**config.mk**
```make
export PLATFORM = sky130hd
export DESIGN_NAME = seg_scan_decoder
export DESIGN_NICKNAME = d
export VERILOG_FILES = /design/src/rtl/seg_scan_decoder.sv
export SDC_FILE = /design/constraint.sdc
export NUM_CORES = 1
export LEC_CHECK = 0
export BUFFER_PORTS_ARGS = -buffer_cell sky130_fd_sc_hd__buf_2
export CAP_MARGIN = 20
export CORE_AREA = 2 2 86 170
export CTS_CLUSTER_SIZE = 40
export DETAILED_ROUTE_END_ITERATION = 10
export DIE_AREA = 0 0 88 172
export PLACE_DENSITY_LB_ADDON = 0.3
export SYNTH_ARGS = -nofsm -noshare
export SYNTH_HDL_FRONTEND = slang
export SYNTH_SLANG_ARGS = --single-unit
```
**constraint.sdc**
```tcl
create_clock -name sys_clk -period 10.91 [get_ports sys_clk]
set_clock_uncertainty 0.1 [all_clocks]
set_input_delay 0 -clock sys_clk [delete_from_list [all_inputs] [get_ports sys_clk]]
set_output_delay 0 -clock sys_clk [all_outputs]
set_load 0.01 [all_outputs]
```
**src/rtl/seg_scan_decoder.sv**
```systemverilog
// Decodes a multiplexed 4-digit seven-segment display observed on its segment/select wires.
// Optional SEG_DEC_BLANK_EN: an all-dark digit decodes to 4'hA as a valid blank.
module seg_scan_decoder #(
    parameter int SETTLE_CYCLES  = 16,
    parameter int TIMEOUT_CYCLES = 262144
) (
    input  logic        sys_clk,
    input  logic        sys_rst,
    input  logic [7:0]  seg_led,
    input  logic [3:0]  seg_block,
    output logic [15:0] digits,
    output logic [3:0]  dots,
    output logic        frame_valid,
    output logic        frame_err
);

    typedef enum logic {IDLE, COLLECT} state_t;

    localparam logic [15:0] SETTLE_LAST  = 16'(SETTLE_CYCLES - 1);
    localparam logic [31:0] TIMEOUT_LAST = 32'(TIMEOUT_CYCLES - 1);

    logic [7:0]  led_s1, led_s2, led_q;
    logic [3:0]  blk_s1, blk_s2, blk_q;
    logic [15:0] stab_cnt;
    logic        accept;

    // The bus is asynchronous to us; led_q/blk_q is the sample whose dwell stab_cnt measures.
    always_ff @(posedge sys_clk or posedge sys_rst) begin
        if (sys_rst) begin
            led_s1   <= 8'h00;
            led_s2   <= 8'h00;
            led_q    <= 8'h00;
            blk_s1   <= 4'hF;
            blk_s2   <= 4'hF;
            blk_q    <= 4'hF;
            stab_cnt <= 16'd0;
        end else begin
            led_s1 <= seg_led;
            led_s2 <= led_s1;
            led_q  <= led_s2;
            blk_s1 <= seg_block;
            blk_s2 <= blk_s1;
            blk_q  <= blk_s2;
            if ({blk_s2, led_s2} != {blk_q, led_q})
                stab_cnt <= 16'd0;
            else if (stab_cnt != 16'hFFFF)
                stab_cnt <= stab_cnt + 16'd1;
        end
    end

    assign accept = (stab_cnt == SETTLE_LAST);

    logic [3:0] seg_code;
    logic       seg_ok;

    always_comb begin
        seg_code = 4'hF;
        seg_ok   = 1'b0;
        case (led_q[6:0])
            7'h3F: begin seg_code = 4'h0; seg_ok = 1'b1; end
            7'h06: begin seg_code = 4'h1; seg_ok = 1'b1; end
            7'h5B: begin seg_code = 4'h2; seg_ok = 1'b1; end
            7'h4F: begin seg_code = 4'h3; seg_ok = 1'b1; end
            7'h66: begin seg_code = 4'h4; seg_ok = 1'b1; end
            7'h6D: begin seg_code = 4'h5; seg_ok = 1'b1; end
            7'h7D: begin seg_code = 4'h6; seg_ok = 1'b1; end
            7'h07: begin seg_code = 4'h7; seg_ok = 1'b1; end
            7'h7F: begin seg_code = 4'h8; seg_ok = 1'b1; end
            7'h6F: begin seg_code = 4'h9; seg_ok = 1'b1; end
`ifdef SEG_DEC_BLANK_EN
            7'h00: begin seg_code = 4'hA; seg_ok = 1'b1; end
`endif
            default: ;
        endcase
    end

    logic [1:0] blk_idx;
    logic       blk_digit;
    logic       blk_bad;

    // All selects dark is the inter-digit gap; any multi-select pattern is a fault.
    always_comb begin
        blk_idx   = 2'd0;
        blk_digit = 1'b0;
        blk_bad   = 1'b0;
        case (blk_q)
            4'b1110: begin blk_idx = 2'd0; blk_digit = 1'b1; end
            4'b1101: begin blk_idx = 2'd1; blk_digit = 1'b1; end
            4'b1011: begin blk_idx = 2'd2; blk_digit = 1'b1; end
            4'b0111: begin blk_idx = 2'd3; blk_digit = 1'b1; end
            4'b1111: ;
            default: blk_bad = 1'b1;
        endcase
    end

    state_t      state;
    logic [1:0]  next_idx;
    logic [15:0] shadow_digits;
    logic [3:0]  shadow_dots;
    logic [3:0]  shadow_bad;
    logic        commit;
    logic [31:0] to_cnt;

    // Frame assembly; the shadow is published one cycle after digit3 is stored.
    always_ff @(posedge sys_clk or posedge sys_rst) begin
        if (sys_rst) begin
            state         <= IDLE;
            next_idx      <= 2'd0;
            shadow_digits <= 16'h0000;
            shadow_dots   <= 4'h0;
            shadow_bad    <= 4'h0;
            commit        <= 1'b0;
            to_cnt        <= 32'd0;
            digits        <= 16'h0000;
            dots          <= 4'h0;
            frame_valid   <= 1'b0;
            frame_err     <= 1'b0;
        end else begin
            frame_valid <= 1'b0;
            frame_err   <= 1'b0;
            commit      <= 1'b0;
            if (commit) begin
                digits      <= shadow_digits;
                dots        <= shadow_dots;
                frame_valid <= 1'b1;
                frame_err   <= |shadow_bad;
            end
            if (accept && blk_bad) begin
                frame_err <= 1'b1;
                state     <= IDLE;
            end else if (accept && blk_digit &&
                         (blk_idx == 2'd0 || (state == COLLECT && blk_idx == next_idx))) begin
                shadow_digits[{blk_idx, 2'b00} +: 4] <= seg_code;
                shadow_dots[blk_idx]                 <= led_q[7];
                shadow_bad[blk_idx]                  <= ~seg_ok;
                to_cnt                               <= 32'd0;
                if (blk_idx == 2'd3) begin
                    state  <= IDLE;
                    commit <= 1'b1;
                end else begin
                    state    <= COLLECT;
                    next_idx <= blk_idx + 2'd1;
                end
            end else if (accept && blk_digit && state == COLLECT) begin
                frame_err <= 1'b1;
                state     <= IDLE;
            end else if (state == COLLECT) begin
                if (to_cnt == TIMEOUT_LAST) begin
                    frame_err <= 1'b1;
                    state     <= IDLE;
                end else begin
                    to_cnt <= to_cnt + 32'd1;
                end
            end
        end
    end

endmodule

```
==> impl_metrics.env <==
export IMPL_run_status="completed"
export IMPL_cts_resized_gates=0
export IMPL_final_layout_size_suffix_gt1_share_pct=22.97
export IMPL_cts_tree="yes"
export IMPL_hold_start="seg_led[0]"
export IMPL_tritoncts_num_sinks=134
export IMPL_synth_warnings=0
export IMPL_design_core_area_sq_um=13810
export IMPL_synth_yosys_seq_area_share_pct=55.19
export IMPL_timing_setup_tns_ns=0
export IMPL_timing_final_hold_violations=0
export IMPL_cts_root_buffer="sky130_fd_sc_hd__clkbuf_16"
export IMPL_seqPwrFrac_pct=43.9
export IMPL_worst_slew_pin_transition_ns=0.8724
export IMPL_layout_cells_most_common="sky130_fd_sc_hd__dfrtp_1"
export IMPL_p_clk_share_pct=53.1
export IMPL_postSynthRegisterBits=134
export IMPL_ys_flop_type="sky130_fd_sc_hd__dfrtp_1"
export IMPL_share_comb_of_total_power_pct=3.0
export IMPL_netlist_area_leader_share_pct=50.02
export IMPL_fillerInstances=1206
export IMPL_number_of_antenna_violations_at_the_first_check_in_global_routing=0
export IMPL_synth_edf_count=0
export IMPL_p_sw_share_pct=20.50
export IMPL_critPathLaunch="blk_q[3]"
export IMPL_endpoint_kind="flop"
export IMPL_area_growth_synth_to_final_pct=18.96
export IMPL_type_of_origin_of_the_critical_path="flop"
export IMPL_insertion_delay_ns=0.43
export IMPL_power_switching_uw=239.9
export IMPL_max_slew_margin_pct=41.84
export IMPL_via_count_of_the_first_global_routing_pass=4230
export IMPL_grt_util_all_layers_pct=17.74
export IMPL_synth_fp_nets=549
export IMPL_port_buffers=35
export IMPL_post_drt_via_cell_ratio=5.246
export IMPL_timing_fmax_mhz=383.3
export IMPL_grt_overflow=0
export IMPL_leakagePower_nw=3.411
export IMPL_ys_types=63
export IMPL_postSynthCellCount=528
export IMPL_post_cts_setup_buffer_count=0
export IMPL_postPlaceCellArea_sq_um=6456
export IMPL_internal_power_uw=930.3
export IMPL_power_per_cell_area_nw_per_um2=161.2
export IMPL_initial_utilization_pct=44.18
export IMPL_finalMaxSlewViolations=0
export IMPL_dr_first_iter_drc_count=166
export IMPL_post_route_min_period_ns=2.609
export IMPL_min_period_over_period_pct=23.92
export IMPL_finish_net_count=600
export IMPL_ios=36
export IMPL_cts_hold_buffers=13
export IMPL_setup_violations=0
export IMPL_wire_length_of_the_first_global_routing_pass_mm=20.42
export IMPL_drv_cap=0
export IMPL_netlist_top_cells_area="sky130_fd_sc_hd__dfrtp_1 50%, sky130_fd_sc_hd__dfstp_2 5.2%, sky130_fd_sc_hd__xor2_1 4.4%, sky130_fd_sc_hd__mux2_4 4.4%, sky130_fd_sc_hd__mux2_2 4.1%"
export IMPL_worstPathRequired_ns=11.11
export IMPL_die_x_extent_um=88
export IMPL_finish_utilization_pct=52.56
export IMPL_synth_area_per_cell_sq_um=11.56
export IMPL_cts_htree_levels=4
export IMPL_fin_area_sq_um=7261
export IMPL_drt_pass1_iter_count=4
export IMPL_worstPathArrival_ns=2.81
export IMPL_synthesized_cell_area_sq_um=6103
export IMPL_dr_total_vias=4097
export IMPL_final_cell_mix="122 x sky130_fd_sc_hd__dfrtp_1, 64 x sky130_fd_sc_hd__nor2_1, 35 x sky130_fd_sc_hd__buf_2, 31 x sky130_fd_sc_hd__xor2_1, 28 x sky130_fd_sc_hd__nand2_1"
export IMPL_hpwlAfterDp_mm=8.391
export IMPL_drc_violation_count_after_routing=0
export IMPL_timing_rr_start="blk_q[3]"
export IMPL_hold_path_class="in -> reg"
export IMPL_clkTransAtPathRegs_ns=0.06
export IMPL_cp_max_fo=6
export IMPL_fp_row_count=61
export IMPL_timing_setup_critical_path_class="reg -> reg"
export IMPL_async_reset_ff_share_pct=100.0
export IMPL_grt_start_max_net_pins=80
export IMPL_peakVddDrop_uv=93.68
export IMPL_detail_route_wl_per_cell_um=15.25
export IMPL_fp_dieH_um=172
export IMPL_die_area_sq_um=15140
export IMPL_netlist_top_cell_by_area="sky130_fd_sc_hd__dfrtp_1"
export IMPL_drtAntennaViolNets=0
export IMPL_max_clock_path_buffers=2
export IMPL_place_gp_congestion=0.9090
export IMPL_totalWireLength_mm=11.91
export IMPL_rsz0062_at_grt="no"
export IMPL_n_antenna_cell=0
export IMPL_cts_buffers_inserted=17
## final cells by class
| class | instances | area (sq um) | share of cell area [%] |
|---|---|---|---|
| timing repair buffer | 53 | 362.8 | 4.997 |
| tap | 189 | 236.5 | 3.257 |
| inverter | 18 | 70.07 | 0.9650 |
| clock inverter | 12 | 200.2 | 2.757 |
| clock buffer | 20 | 446.7 | 6.152 |
| multi-input combinational | 355 | 2576 | 35.48 |
| sequential | 134 | 3368 | 46.39 |
## final timing paths
path	endpoint	slack (ns)	cells after the start
hold reg to reg	led_s2[1]	0.25	0
hold / removal	led_s1[0]	0.11	2
setup reg to reg	next_idx[1]	8.30	6
max in group asynchronous	to_cnt[12]	9.52	5
setup / recovery	next_idx[1]	8.30	6
min in group asynchronous	led_s1[6]	0.13	3
## stage by stage
stage               worst slack, ns  power, mW  std cells  hold slack [ns]
finish                        8.301      1.170        781           0.1145
global route                  8.115      1.218        781           0.1059
CTS                           8.288      1.187        780          0.09455
detailed placement            8.302     0.5534        735         0.008592
global placement              8.357     0.5519        735         0.008711
floorplan                     7.247     0.5430        528         -0.09552
## cells by family after synthesis
| kind of cell | synth area share [%] |
|---|---|
| adders and majority gates | 1.599 |
| DFF | 55.19 |
| muxes | 9.164 |
| AOI/OAI and AO/OA | 4.961 |
| and+or+nand+nor | 18.08 |
| xor gates and xnor gates | 8.344 |
| buffers and inverters | 2.665 |
## Yosys cell counts (all sizes together), types with 2 or more instances
cell type,n
and3,9
nand4,17
clkbuf,17
nor4,19
o211ai,2
or2,2
o21ai,4
ha,7
nor2,64
dfrtp,122
xor2,32
nand2,32
dfstp,12
a21o,3
o41ai,4
nor3b,2
mux2,41
or3,2
nor3,16
a32oi,2
nand3,23
nor4b,2
and4,5
o2111ai,2
and2,5
nor4bb,2
nor2b,2
buf,4
nand3b,2
inv,18
mux2i,3
a21oi,7
xnor2,24
a21boi,3
## per-layer routing
layer	wire (um)	global-route usage (%)	vias to the layer above	part of all wire, %
met3	344	5.012	29	2.9
met2	6773	31.26	60	57
met4	407	9.164	0	3.4
met5	0	0	-	0
met1	4382	18.77	2056	37
li1	-	-	1952	-
## power by group through the flow
| stage | combinational [mW] | sequential (mW) | clock (mW) |
|---|---|---|---|
| 6_report | 0.0350 | 0.514 | 0.622 |
| 5_1_grt | 0.0401 | 0.515 | 0.663 |
| 4_1_cts | 0.0348 | 0.514 | 0.638 |
| 3_5_place_dp | 0.0311 | 0.522 | 0 |
| 3_3_place_gp | 0.0302 | 0.522 | 0 |
| 2_1_floorplan | 0.0260 | 0.517 | 0 |
## worst max-delay path: stages, from the launching register on
cell and delay, ns:
sky130_fd_sc_hd__dfstp_2 0.64, sky130_fd_sc_hd__xor2_4 0.19, sky130_fd_sc_hd__and4_4 0.26, sky130_fd_sc_hd__o2111ai_4 0.17
sky130_fd_sc_hd__a221oi_4 0.55, sky130_fd_sc_hd__and2b_4 0.26, sky130_fd_sc_hd__mux2_1 0.32
## state kept, by name (all words and copies together) (netlist names)
register,cells
stab_cnt,16
led_s1,8
digits,16
led_q,8
blk_s2,4
shadow_digits,16
to_cnt,32
shadow_dots,4
shadow_bad,4
frame_valid,1
blk_s1,4
commit,1
next_idx,2
state,1
led_s2,8
dots,4
blk_q,4
frame_err,1
Note: power is estimated with default switching activity, not from simulation.
